File: src/rtl/ctr_keystream_xor.sv
// Purpose: XOR a streamed word flow with 128-bit AES-CTR keystream blocks, fetching a new block per 128 bits.
// Latency: start->ks_next 1 cycle; input transfer->out_valid 1 cycle; single-buffer bubble >= core latency + 3 between blocks.
// Backpressure: in_ready = XOR state && output register free or draining; out_data holds while out_valid && !out_ready.
// Optional: define CTR_KS_PREFETCH_EN to add a second keystream buffer filled concurrently with streaming.
module ctr_keystream_xor #(
  parameter int DATA_W = 32   // must divide 128: 8, 16, 32, 64 or 128
) (
  input  logic              clk,
  input  logic              reset,
  input  logic              start,
  output logic              ks_next,
  input  logic              ks_ready,
  input  logic [127:0]      ks_block,
  input  logic              in_valid,
  output logic              in_ready,
  input  logic [DATA_W-1:0] in_data,
  input  logic              in_last,
  output logic              out_valid,
  input  logic              out_ready,
  output logic [DATA_W-1:0] out_data,
  output logic              out_last,
  output logic              busy,
  output logic [31:0]       blk_count
);

  localparam int WORDS = 128 / DATA_W;
  localparam int IDX_W = (WORDS > 1) ? $clog2(WORDS) : 1;
  localparam int NSEL  = 2 ** IDX_W;
  localparam logic [IDX_W-1:0] IDX_LAST = IDX_W'(WORDS - 1);
  localparam logic [IDX_W-1:0] IDX_ONE  = IDX_W'(1);

  typedef enum logic [2:0] {
    S_IDLE,
    S_REQ,
    S_DROP,
    S_WAIT,
    S_XOR
  } state_t;

  state_t              state_q, state_d;
  logic [IDX_W-1:0]    idx_q, idx_d;
  logic [127:0]        ks_reg_q, ks_reg_d;
  logic [31:0]         blk_count_q, blk_count_d;
  logic                busy_q, busy_d;
  logic                ks_next_q, ks_next_d;
  logic                out_valid_q, out_valid_d;
  logic [DATA_W-1:0]   out_data_q, out_data_d;
  logic                out_last_q, out_last_d;

  logic                in_xfer;
  logic                start_ok;
  logic [DATA_W-1:0]   ks_word;
  logic [DATA_W-1:0]   ks_words [NSEL];

`ifdef CTR_KS_PREFETCH_EN
  // Prefetch engine: runs one core request/response cycle alongside streaming.
  typedef enum logic [1:0] {
    PF_IDLE,
    PF_REQ,
    PF_DROP,
    PF_WAIT
  } pf_t;

  pf_t                 pf_q, pf_d;
  logic [127:0]        ks_nxt_q, ks_nxt_d;
  logic                nxt_vld_q, nxt_vld_d;
  logic                pf_start;
`endif

  // Split the current block into words, MSB word first; unused slots pad to zero.
  for (genvar w = 0; w < NSEL; w++) begin : g_word
    if (w < WORDS) begin : g_used
      assign ks_words[w] = ks_reg_q[127 - w*DATA_W -: DATA_W];
    end else begin : g_pad
      assign ks_words[w] = '0;
    end
  end

  assign ks_word  = ks_words[idx_q];
  assign in_ready = (state_q == S_XOR) && (!out_valid_q || out_ready);
  assign in_xfer  = in_valid && in_ready;

  // A new message may only begin once the previous one has fully drained
  // (and, with prefetch, once any in-flight core run has completed).
`ifdef CTR_KS_PREFETCH_EN
  assign start_ok = !busy_q && (pf_q == PF_IDLE);
`else
  assign start_ok = !busy_q;
`endif

  // Next-state logic for the message FSM, output register and prefetch engine.
  always_comb begin
    state_d     = state_q;
    idx_d       = idx_q;
    ks_reg_d    = ks_reg_q;
    blk_count_d = blk_count_q;
    busy_d      = busy_q;
    out_valid_d = out_valid_q;
    out_data_d  = out_data_q;
    out_last_d  = out_last_q;
`ifdef CTR_KS_PREFETCH_EN
    pf_d        = pf_q;
    ks_nxt_d    = ks_nxt_q;
    nxt_vld_d   = nxt_vld_q;
    pf_start    = 1'b0;
`endif

    // Output register drains on acceptance; a same-cycle transfer below re-fills it.
    if (out_valid_q && out_ready) begin
      out_valid_d = 1'b0;
      if (out_last_q) begin
        busy_d = 1'b0;
      end
    end

    case (state_q)
      S_IDLE: begin
        if (start && start_ok) begin
          state_d     = S_REQ;
          blk_count_d = '0;
          idx_d       = '0;
          busy_d      = 1'b1;
`ifdef CTR_KS_PREFETCH_EN
          nxt_vld_d   = 1'b0;
`endif
        end
      end

      S_REQ: begin
        state_d = S_DROP;
      end

      // The core lowers ks_ready once it has taken the request.
      S_DROP: begin
        if (!ks_ready) begin
          state_d = S_WAIT;
        end
      end

      S_WAIT: begin
`ifdef CTR_KS_PREFETCH_EN
        if (nxt_vld_q) begin
          ks_reg_d    = ks_nxt_q;
          nxt_vld_d   = 1'b0;
          blk_count_d = blk_count_q + 32'd1;
          pf_start    = 1'b1;
          state_d     = S_XOR;
        end else if ((pf_q == PF_IDLE) && ks_ready) begin
          ks_reg_d    = ks_block;
          blk_count_d = blk_count_q + 32'd1;
          pf_start    = 1'b1;
          state_d     = S_XOR;
        end
`else
        if (ks_ready) begin
          ks_reg_d    = ks_block;
          blk_count_d = blk_count_q + 32'd1;
          state_d     = S_XOR;
        end
`endif
      end

      S_XOR: begin
        if (in_xfer) begin
          out_data_d  = in_data ^ ks_word;
          out_last_d  = in_last;
          out_valid_d = 1'b1;
          if (in_last) begin
            // Remainder of the current block is discarded.
            state_d = S_IDLE;
            idx_d   = '0;
`ifdef CTR_KS_PREFETCH_EN
            nxt_vld_d = 1'b0;
`endif
          end else if (idx_q == IDX_LAST) begin
            idx_d = '0;
`ifdef CTR_KS_PREFETCH_EN
            if (nxt_vld_q) begin
              // Buffered block takes over with no bubble.
              ks_reg_d    = ks_nxt_q;
              nxt_vld_d   = 1'b0;
              blk_count_d = blk_count_q + 32'd1;
              pf_start    = 1'b1;
            end else begin
              state_d = S_WAIT;
            end
`else
            state_d = S_REQ;
`endif
          end else begin
            idx_d = idx_q + IDX_ONE;
          end
        end
      end

      default: begin
        state_d = S_IDLE;
      end
    endcase

`ifdef CTR_KS_PREFETCH_EN
    // Prefetch engine: a block arriving after the message ended is dropped.
    case (pf_q)
      PF_IDLE: begin
        if (pf_start) begin
          pf_d = PF_REQ;
        end
      end
      PF_REQ: begin
        pf_d = PF_DROP;
      end
      PF_DROP: begin
        if (!ks_ready) begin
          pf_d = PF_WAIT;
        end
      end
      PF_WAIT: begin
        if (ks_ready) begin
          pf_d = PF_IDLE;
          if (state_d != S_IDLE) begin
            ks_nxt_d  = ks_block;
            nxt_vld_d = 1'b1;
          end
        end
      end
      default: begin
        pf_d = PF_IDLE;
      end
    endcase

    ks_next_d = (state_d == S_REQ) || (pf_d == PF_REQ);
`else
    ks_next_d = (state_d == S_REQ);
`endif
  end

  // State and registered outputs; reset abandons any request in flight.
  always_ff @(posedge clk or posedge reset) begin
    if (reset) begin
      state_q     <= S_IDLE;
      idx_q       <= '0;
      ks_reg_q    <= '0;
      blk_count_q <= '0;
      busy_q      <= 1'b0;
      ks_next_q   <= 1'b0;
      out_valid_q <= 1'b0;
      out_data_q  <= '0;
      out_last_q  <= 1'b0;
`ifdef CTR_KS_PREFETCH_EN
      pf_q        <= PF_IDLE;
      ks_nxt_q    <= '0;
      nxt_vld_q   <= 1'b0;
`endif
    end else begin
      state_q     <= state_d;
      idx_q       <= idx_d;
      ks_reg_q    <= ks_reg_d;
      blk_count_q <= blk_count_d;
      busy_q      <= busy_d;
      ks_next_q   <= ks_next_d;
      out_valid_q <= out_valid_d;
      out_data_q  <= out_data_d;
      out_last_q  <= out_last_d;
`ifdef CTR_KS_PREFETCH_EN
      pf_q        <= pf_d;
      ks_nxt_q    <= ks_nxt_d;
      nxt_vld_q   <= nxt_vld_d;
`endif
    end
  end

  assign ks_next   = ks_next_q;
  assign out_valid = out_valid_q;
  assign out_data  = out_data_q;
  assign out_last  = out_last_q;
  assign busy      = busy_q;
  assign blk_count = blk_count_q;

endmodule

File: config.mk
export PLATFORM = sky130hd
export DESIGN_NAME = ctr_keystream_xor
export DESIGN_NICKNAME = d
export VERILOG_FILES = /design/src/rtl/ctr_keystream_xor.sv
export SDC_FILE = /design/constraint.sdc
export NUM_CORES = 1
export LEC_CHECK = 0
export BUFFER_PORTS_ARGS = -buffer_cell sky130_fd_sc_hd__buf_4
export CAP_MARGIN = 20
export CORE_ASPECT_RATIO = 0.9
export CORE_MARGIN = 5
export CORE_UTILIZATION = 53
export DETAILED_ROUTE_END_ITERATION = 8
export PLACE_DENSITY = 0.86
export SLEW_MARGIN = 0
export SYNTH_ARGS = -nofsm -noshare
export SYNTH_HDL_FRONTEND = slang
export SYNTH_SLANG_ARGS = --single-unit
File: constraint.sdc
create_clock -name clk -period 7.3 [get_ports clk]
set_clock_uncertainty 0.1 [all_clocks]
set_input_delay 0.73 -clock clk [delete_from_list [all_inputs] [get_ports clk]]
set_output_delay 0.73 -clock clk [all_outputs]
set_load 0.02 [all_outputs]
==> results of run 1 <==
layer usage:
metal	track usage (%)	vias to the layer above	share of wire, %
met3	6.081	45	7.8
met1	30.88	3545	41
li1	-	3540	-
met4	6.108	0	2.7
met2	38.50	264	48
met5	0	-	0
cell families after synthesis:
group | count (synthesis) | share of synthesized area [%]
buf+inv | 61 | 2.585
fa+ha+maj | 2 | 0.2764
xor+xnor | 39 | 3.773
mux | 35 | 8.307
simple gates | 516 | 23.76
flops | 201 | 55.56
compound gates | 88 | 5.736
through the flow:
step                      hold WS (ns)  cell area [µm²]  worst slack (ns)  utilization, %
after floorplan                 0.3403             9052            0.9876               -
after global placement          0.3535            10930             4.588           64.91
after detailed placement        0.3581            10930             4.529           64.91
after CTS                       0.3079            11620             4.748           69.05
after global routing            0.3137            11620             4.557           69.05
final                           0.2756            11620             4.733           69.05
how the worst max path moves through the flow:
stage,slack (ns),end,depth (start not counted)
2_1_floorplan,0.99,blk_count[0],1
3_3_place_gp,4.59,idx_q[0],3
3_5_place_dp,4.53,ks_reg_q[96],6
4_1_cts,4.75,ks_reg_q[96],4
5_1_grt,4.56,ks_reg_q[35],4
6_report,4.73,ks_reg_q[3],4
sequential cells by signal, indices dropped and copies added, names as in the netlist:
name and flops:
out_data 32, out_valid 1, ks_next 1, ks_reg_q 128, out_last 1, state_q 3
idx_q 2, busy 1, blk_count 32
power groups by stage:
stage / logic (mW) / registers, mW / clock network, mW
CTS: 1.48 / 1.87 / 1.09
global placement: 1.42 / 1.86 / 0
global route: 1.63 / 1.93 / 1.14
finish: 1.45 / 1.87 / 1.07
floorplan: 0.923 / 1.90 / 0
detailed placement: 1.47 / 1.88 / 0
cell type report:
type / count / area [µm²]
sequential: 201 / 5032
clock inverter: 5 / 50.05
clock buffer: 31 / 645.6
tap: 211 / 264.0
multi-input combinational: 680 / 3800
timing repair buffer: 241 / 1809
inverter: 4 / 22.52
fill: 1280 / 5211
layout by cell type (no fill, tap or decap), drive strengths merged, types with 2 or more instances in the layout:
cell,instances
clkbuf,31
xnor2,34
nor2,12
xor2,5
inv,4
or4,18
nand2,435
o211ai,4
mux2i,2
ha,2
buf,241
mux4,32
nor3,2
clkinv,4
dfrtp,201
nand4,9
nand3,14
or3,3
and4,5
o2111ai,2
o21ai,39
o31ai,17
and3,4
nand2b,7
a21oi,21
Yosys cell counts, types with 2 or more instances:
cell / instances / area, µm²
nand2_1: 435 / 1633
dfrtp_1: 201 / 5030
clkbuf_1: 47 / 176.4
o21ai_0: 39 / 195.2
xnor2_1: 34 / 297.8
mux4_2: 32 / 720.7
a21oi_1: 21 / 105.1
or4_1: 18 / 135.1
o31ai_1: 17 / 127.6
nand3_1: 14 / 70.07
nor2_1: 12 / 45.04
nand4_1: 9 / 56.30
nand2b_1: 7 / 43.79
buf_1: 6 / 22.52
and4_1: 5 / 43.79
xor2_1: 5 / 43.79
and3_1: 4 / 25.02
buf_2: 4 / 20.02
inv_1: 4 / 15.01
o211ai_1: 4 / 30.03
or3_1: 3 / 18.77
ha_1: 2 / 25.02
mux2i_1: 2 / 20.02
nor3_1: 2 / 10.01
o2111ai_1: 2 / 17.52
==> reports/qor.csv, run 1 <==
stage,metric,value,unit
timing,drv_slew,0,
setup_path,path_class,reg2reg,
setup_path,r2r_start,state_q[2],
timing,tightest_slew,0.9557,ns
clock_tree,cts_buffers,22,
die,start_util,53.77,%
setup_path,reg2reg_depth,4,
grt,grt_pass1_vias,7556,
placement,dp_hpwl,15.87,mm
outcome,status,"finished, final reports clean",
clock_tree,clkLatencyLatePin,0.49,ns
clock_tree,post-cts-setup-buffer-count,0,
routing,drc,0,
timing,relSlewSlack,36.29,%
grt,grt_overflow,0,
routing,wirelength,23.05,mm
power_and_ir_drop,pwr-share-clk,24.3,%
timing,finalCriticalPeriod,2.567,ns
power_and_ir_drop,p_sw_share,33.69,%
synthesis,synth_async_sr_flop_share,100.0,%
power_and_ir_drop,leakage,5.872,nW
setup_path,critPathLaunchType,flip-flop,
grt,antenna_found_initial,0,
synthesis,synth_seq_area_share,55.56,%
clock_tree,cts_tree,built,
synthesis,netlist_area,0.009052,mm²
power_and_ir_drop,power.total,4.386,mW
setup_path,r2r_slack,4.73,ns
setup_path,regToRegEndpoint,ks_reg_q[3],
clock_tree,htreeDepth,1,
die,die_y,134.0,µm
setup_path,crit_path_max_fanout,77,
clock_tree,hold_buffers,0,
placement,gp_congestion,0.8439,
setup_path,cp_cell_sequence,and4b_4 > buf_4 > nand2_1 > nand2_1,
clock_tree,clock_path_buffers,3,
clock_tree,clkSinkCount,201,
timing,rsz0062_at_grt,false,
synthesis,syn_inst,942,
routing,first_pass_iters,5,
timing,setup_viol,0,
synthesis,synth_edf_count,0,
min_path,hold_class,in2async,
die,num_rows,45,
setup_path,cp.arrival,2.89,ns
power_and_ir_drop,seqPwrFrac,42.6,%
finish,layout.cells.non_filler,1373,
finish,drive_gt1_share,27.02,%
placement,dp.cells,1337,
die,ios,236,
setup_path,setup.worst_path.start,state_q[2],
timing,max_freq,389.6,MHz
placement,port_buffers,235,
timing,timing.final.crit_share,35.16,%
timing,tns,0,ns
die,die_w,147.8,µm
power_and_ir_drop,p_switching,1.477,mW
flow_run,max_cap_violations,0,
finish,area_growth_syn_to_layout,28.40,%
synthesis,post_synth_num_cell_types,38,
routing,drtIter0Drc,431,
power_and_ir_drop,ir_drop,0.2680,mV
die,fp.dieArea,0.01980,mm²
power_and_ir_drop,combPwrFrac,33.1,%
clock_tree,cts-resized-gates,0,
setup_path,cp_common_cell,nand2_1,
setup_path,slowest_delay,0.83,ns
setup_path,crit_required,7.62,ns
clock_tree,clkTransAtPathRegs,0.06,ns
routing,detail-route-antenna-nets,0,
clock_tree,root_buffer,clkbuf_16,
grt,grt_first_pass_wirelength,37.84,mm
synthesis,syn_area_per_cell,9.610,µm²
finish,diodes,0,
setup_path,path_buf_inv,1,
routing,wl_per_cell,16.79,µm
routing,post_drt_via_cell_ratio,5.385,
power_and_ir_drop,powerDensity,377.3,mW/mm²
setup_path,cp_slowest_cell,and4b_4,
grt,grt_use_total,23.26,%
setup_path,critical_path.top_delay_family,simple AND/OR/NAND/NOR gates,
routing,vias,7394,
synthesis,yosys_warnings,0,
power_and_ir_drop,power.internal,2.908,mW
die,core,0.01683,mm²
synthesis,synthFlopType,dfrtp_1,
finish,fin_nets,1319,
synthesis,synth_fp_nets,1111,
timing,hold_viol,0,
setup_path,cp-end-kind,flip-flop,
synthesis,ys_seq_elements,201,
grt,grt_max_degree,126,
(Power assumes the default switching activity.)
==> run 2, diff against run 1 <==
- clock period: 7.3 -> 2.6 ns (I/O delays scaled with it)
==> reports/qor.csv, run 2 (synthesis results as in run 1) <==
stage,metric,value,unit
outcome,status,"finished, final reports clean",
clock_tree,post-cts-setup-buffer-count,0,
finish,fin_area,0.01342,mm²
routing,vias,8678,
power_and_ir_drop,power.internal,8.359,mW
routing,drtIter0Drc,643,
power_and_ir_drop,power.total,13.03,mW
placement,dpl_cell_area,0.01110,mm²
finish,final_core_utilization,79.71,%
routing,drc,0,
setup_path,cp-end-kind,flip-flop,
setup_path,cp_slowest_cell,or4b_4,
timing,tns,0,ns
flow_run,max_cap_violations,0,
clock_tree,clock_path_buffers,3,
timing,hold_viol,0,
die,core,0.01683,mm²
setup_path,cp.arrival,2.75,ns
clock_tree,root_buffer,clkbuf_16,
power_and_ir_drop,combPwrFrac,36.7,%
placement,pre_cts_ws,0.1810,ns
die,ios,236,
grt,grt_pass1_vias,9299,
placement,gp_congestion,0.8487,
routing,detail-route-antenna-nets,0,
routing,post_drt_via_cell_ratio,5.588,
setup_path,critPathLaunchType,flip-flop,
power_and_ir_drop,powerDensity,970.9,mW/mm²
die,num_rows,45,
die,die_y,134.0,µm
setup_path,slowest_delay,0.59,ns
grt,antenna_found_initial,6,
timing,finalCriticalPeriod,2.436,ns
power_and_ir_drop,ir_drop,0.6898,mV
min_path,hold_class,in2reg,
clock_tree,cts_buffers,22,
timing,fin_ws,0.1641,ns
die,die_w,147.8,µm
power_and_ir_drop,leakage,6.623,nW
power_and_ir_drop,p_switching,4.669,mW
grt,grt_first_pass_wirelength,47.87,mm
finish,top_register,ks_reg_q,
finish,fill_cells,933,
power_and_ir_drop,pwr-share-clk,22.7,%
routing,wl_per_cell,19.48,µm
timing,relSlewSlack,45.59,%
routing,wirelength,30.25,mm
setup_path,crit_required,2.91,ns
finish,area_growth_syn_to_layout,48.24,%
timing,setup_viol,0,
timing,holdWs,0.1262,ns
die,start_util,53.77,%
routing,first_pass_iters,5,
timing,timing.final.crit_share,93.69,%
clock_tree,clkSinkCount,201,
placement,dp.cells,1349,
setup_path,path_class,reg2reg,
timing,rsz0062_at_grt,false,
finish,layout_common_cells,"nand2_1 (435), buf_4 (246), dfrtp_1 (199)",
clock_tree,clkLatencyLatePin,0.50,ns
timing,tightest_slew,0.8126,ns
grt,grt_overflow,0,
finish,largest_reg_flops,128,
setup_path,cp_cell_sequence,or4b_4 > a211o_1 > or4_1 > a21oi_1,
finish,final_common_cell,nand2_1,
setup_path,crit_path_max_fanout,17,
clock_tree,htreeDepth,1,
placement,dp_hpwl,16.28,mm
finish,layout.cells.non_filler,1553,
timing,max_freq,410.5,MHz
clock_tree,cts_tree,built,
die,fp.dieArea,0.01980,mm²
finish,fin_nets,1494,
timing,drv_slew,0,
clock_tree,clkTransAtPathRegs,0.06,ns
finish,drive_gt1_share,24.31,%
power_and_ir_drop,p_sw_share,35.84,%
power_and_ir_drop,seqPwrFrac,40.6,%
grt,grt_use_total,30.36,%
grt,grt_max_degree,113,
placement,port_buffers,235,
## run 2: changes by cell type in the layout (fill, tap and decap cells not counted)
cell	delta
clkbuf_1	+2
clkbuf_8	-3
o2111ai_2	+1
o2111ai_1	-1
dlygate4sd3_1	+163
clkinv_2	+1
buf_12	+7
clkinvlp_4	+1
inv_8	-1
diode_2	+5
buf_4	+5
## run 2: power groups by stage
stage,registers (mW),clock network [mW],logic [mW]
detailed placement,5.22,0,4.33
CTS,5.18,2.99,4.55
floorplan,5.34,0,2.59
global route,5.42,3.14,5.18
finish,5.29,2.96,4.78
global placement,5.14,0,4.19
## run 2: path summary, 6_finish.rpt
| path | from | end | slack [ns] | depth (start not counted) |
|---|---|---|---|---|
| max in group asynchronous | reset | ks_reg_q[117] | 1.49 | 4 |
| min in group asynchronous | reset | ks_reg_q[3] | 0.40 | 4 |
| min reg2reg | ks_reg_q[87] | ks_reg_q[87] | 0.37 | 2 |
| min | ks_ready | state_q[0] | 0.13 | 4 |
| max reg2reg | state_q[1] | blk_count[24] | 0.16 | 4 |
| max | state_q[1] | blk_count[24] | 0.16 | 4 |
## run 2: cell type report
type                            instances  area (µm²)  area share, %
Clock inverter                          6       55.05         0.4103
Sequential cell                       201        5032          37.50
Inverter                                4       18.77         0.1399
Timing Repair Buffer                  416        3618          26.97
Antenna cell                            5       12.51        0.09324
Clock buffer                           30       611.8          4.559
Multi-Input combinational cell        680        3806          28.36
Tap cell                              211       264.0          1.967
## run 2: what timing repair did
item | CTS | global route
endpoints found under the hold margin | 367 | 0
resized for setup | 0 | 1
hold buffers | 163 | 0
setup endpoints to repair | 0 | 1
## run 2: worst max-delay path: cells and delay by family (launching register included)
kind,cells,cell delay [ns]
AO/OA/AOI/OAI,2,0.66
flip-flops,1,0.45
AND/OR/NAND/NOR,2,1.15
## run 2: metal layers
metal	up-vias	wire length [µm]	GRT usage [%]	share of wire (%)
met4	2	1547	15.68	5.1
met1	4186	11200	35.76	37
li1	3907	-	-	-
met5	-	13	0	0.043
met2	465	15530	53.45	51
met3	118	1955	5.405	6.5
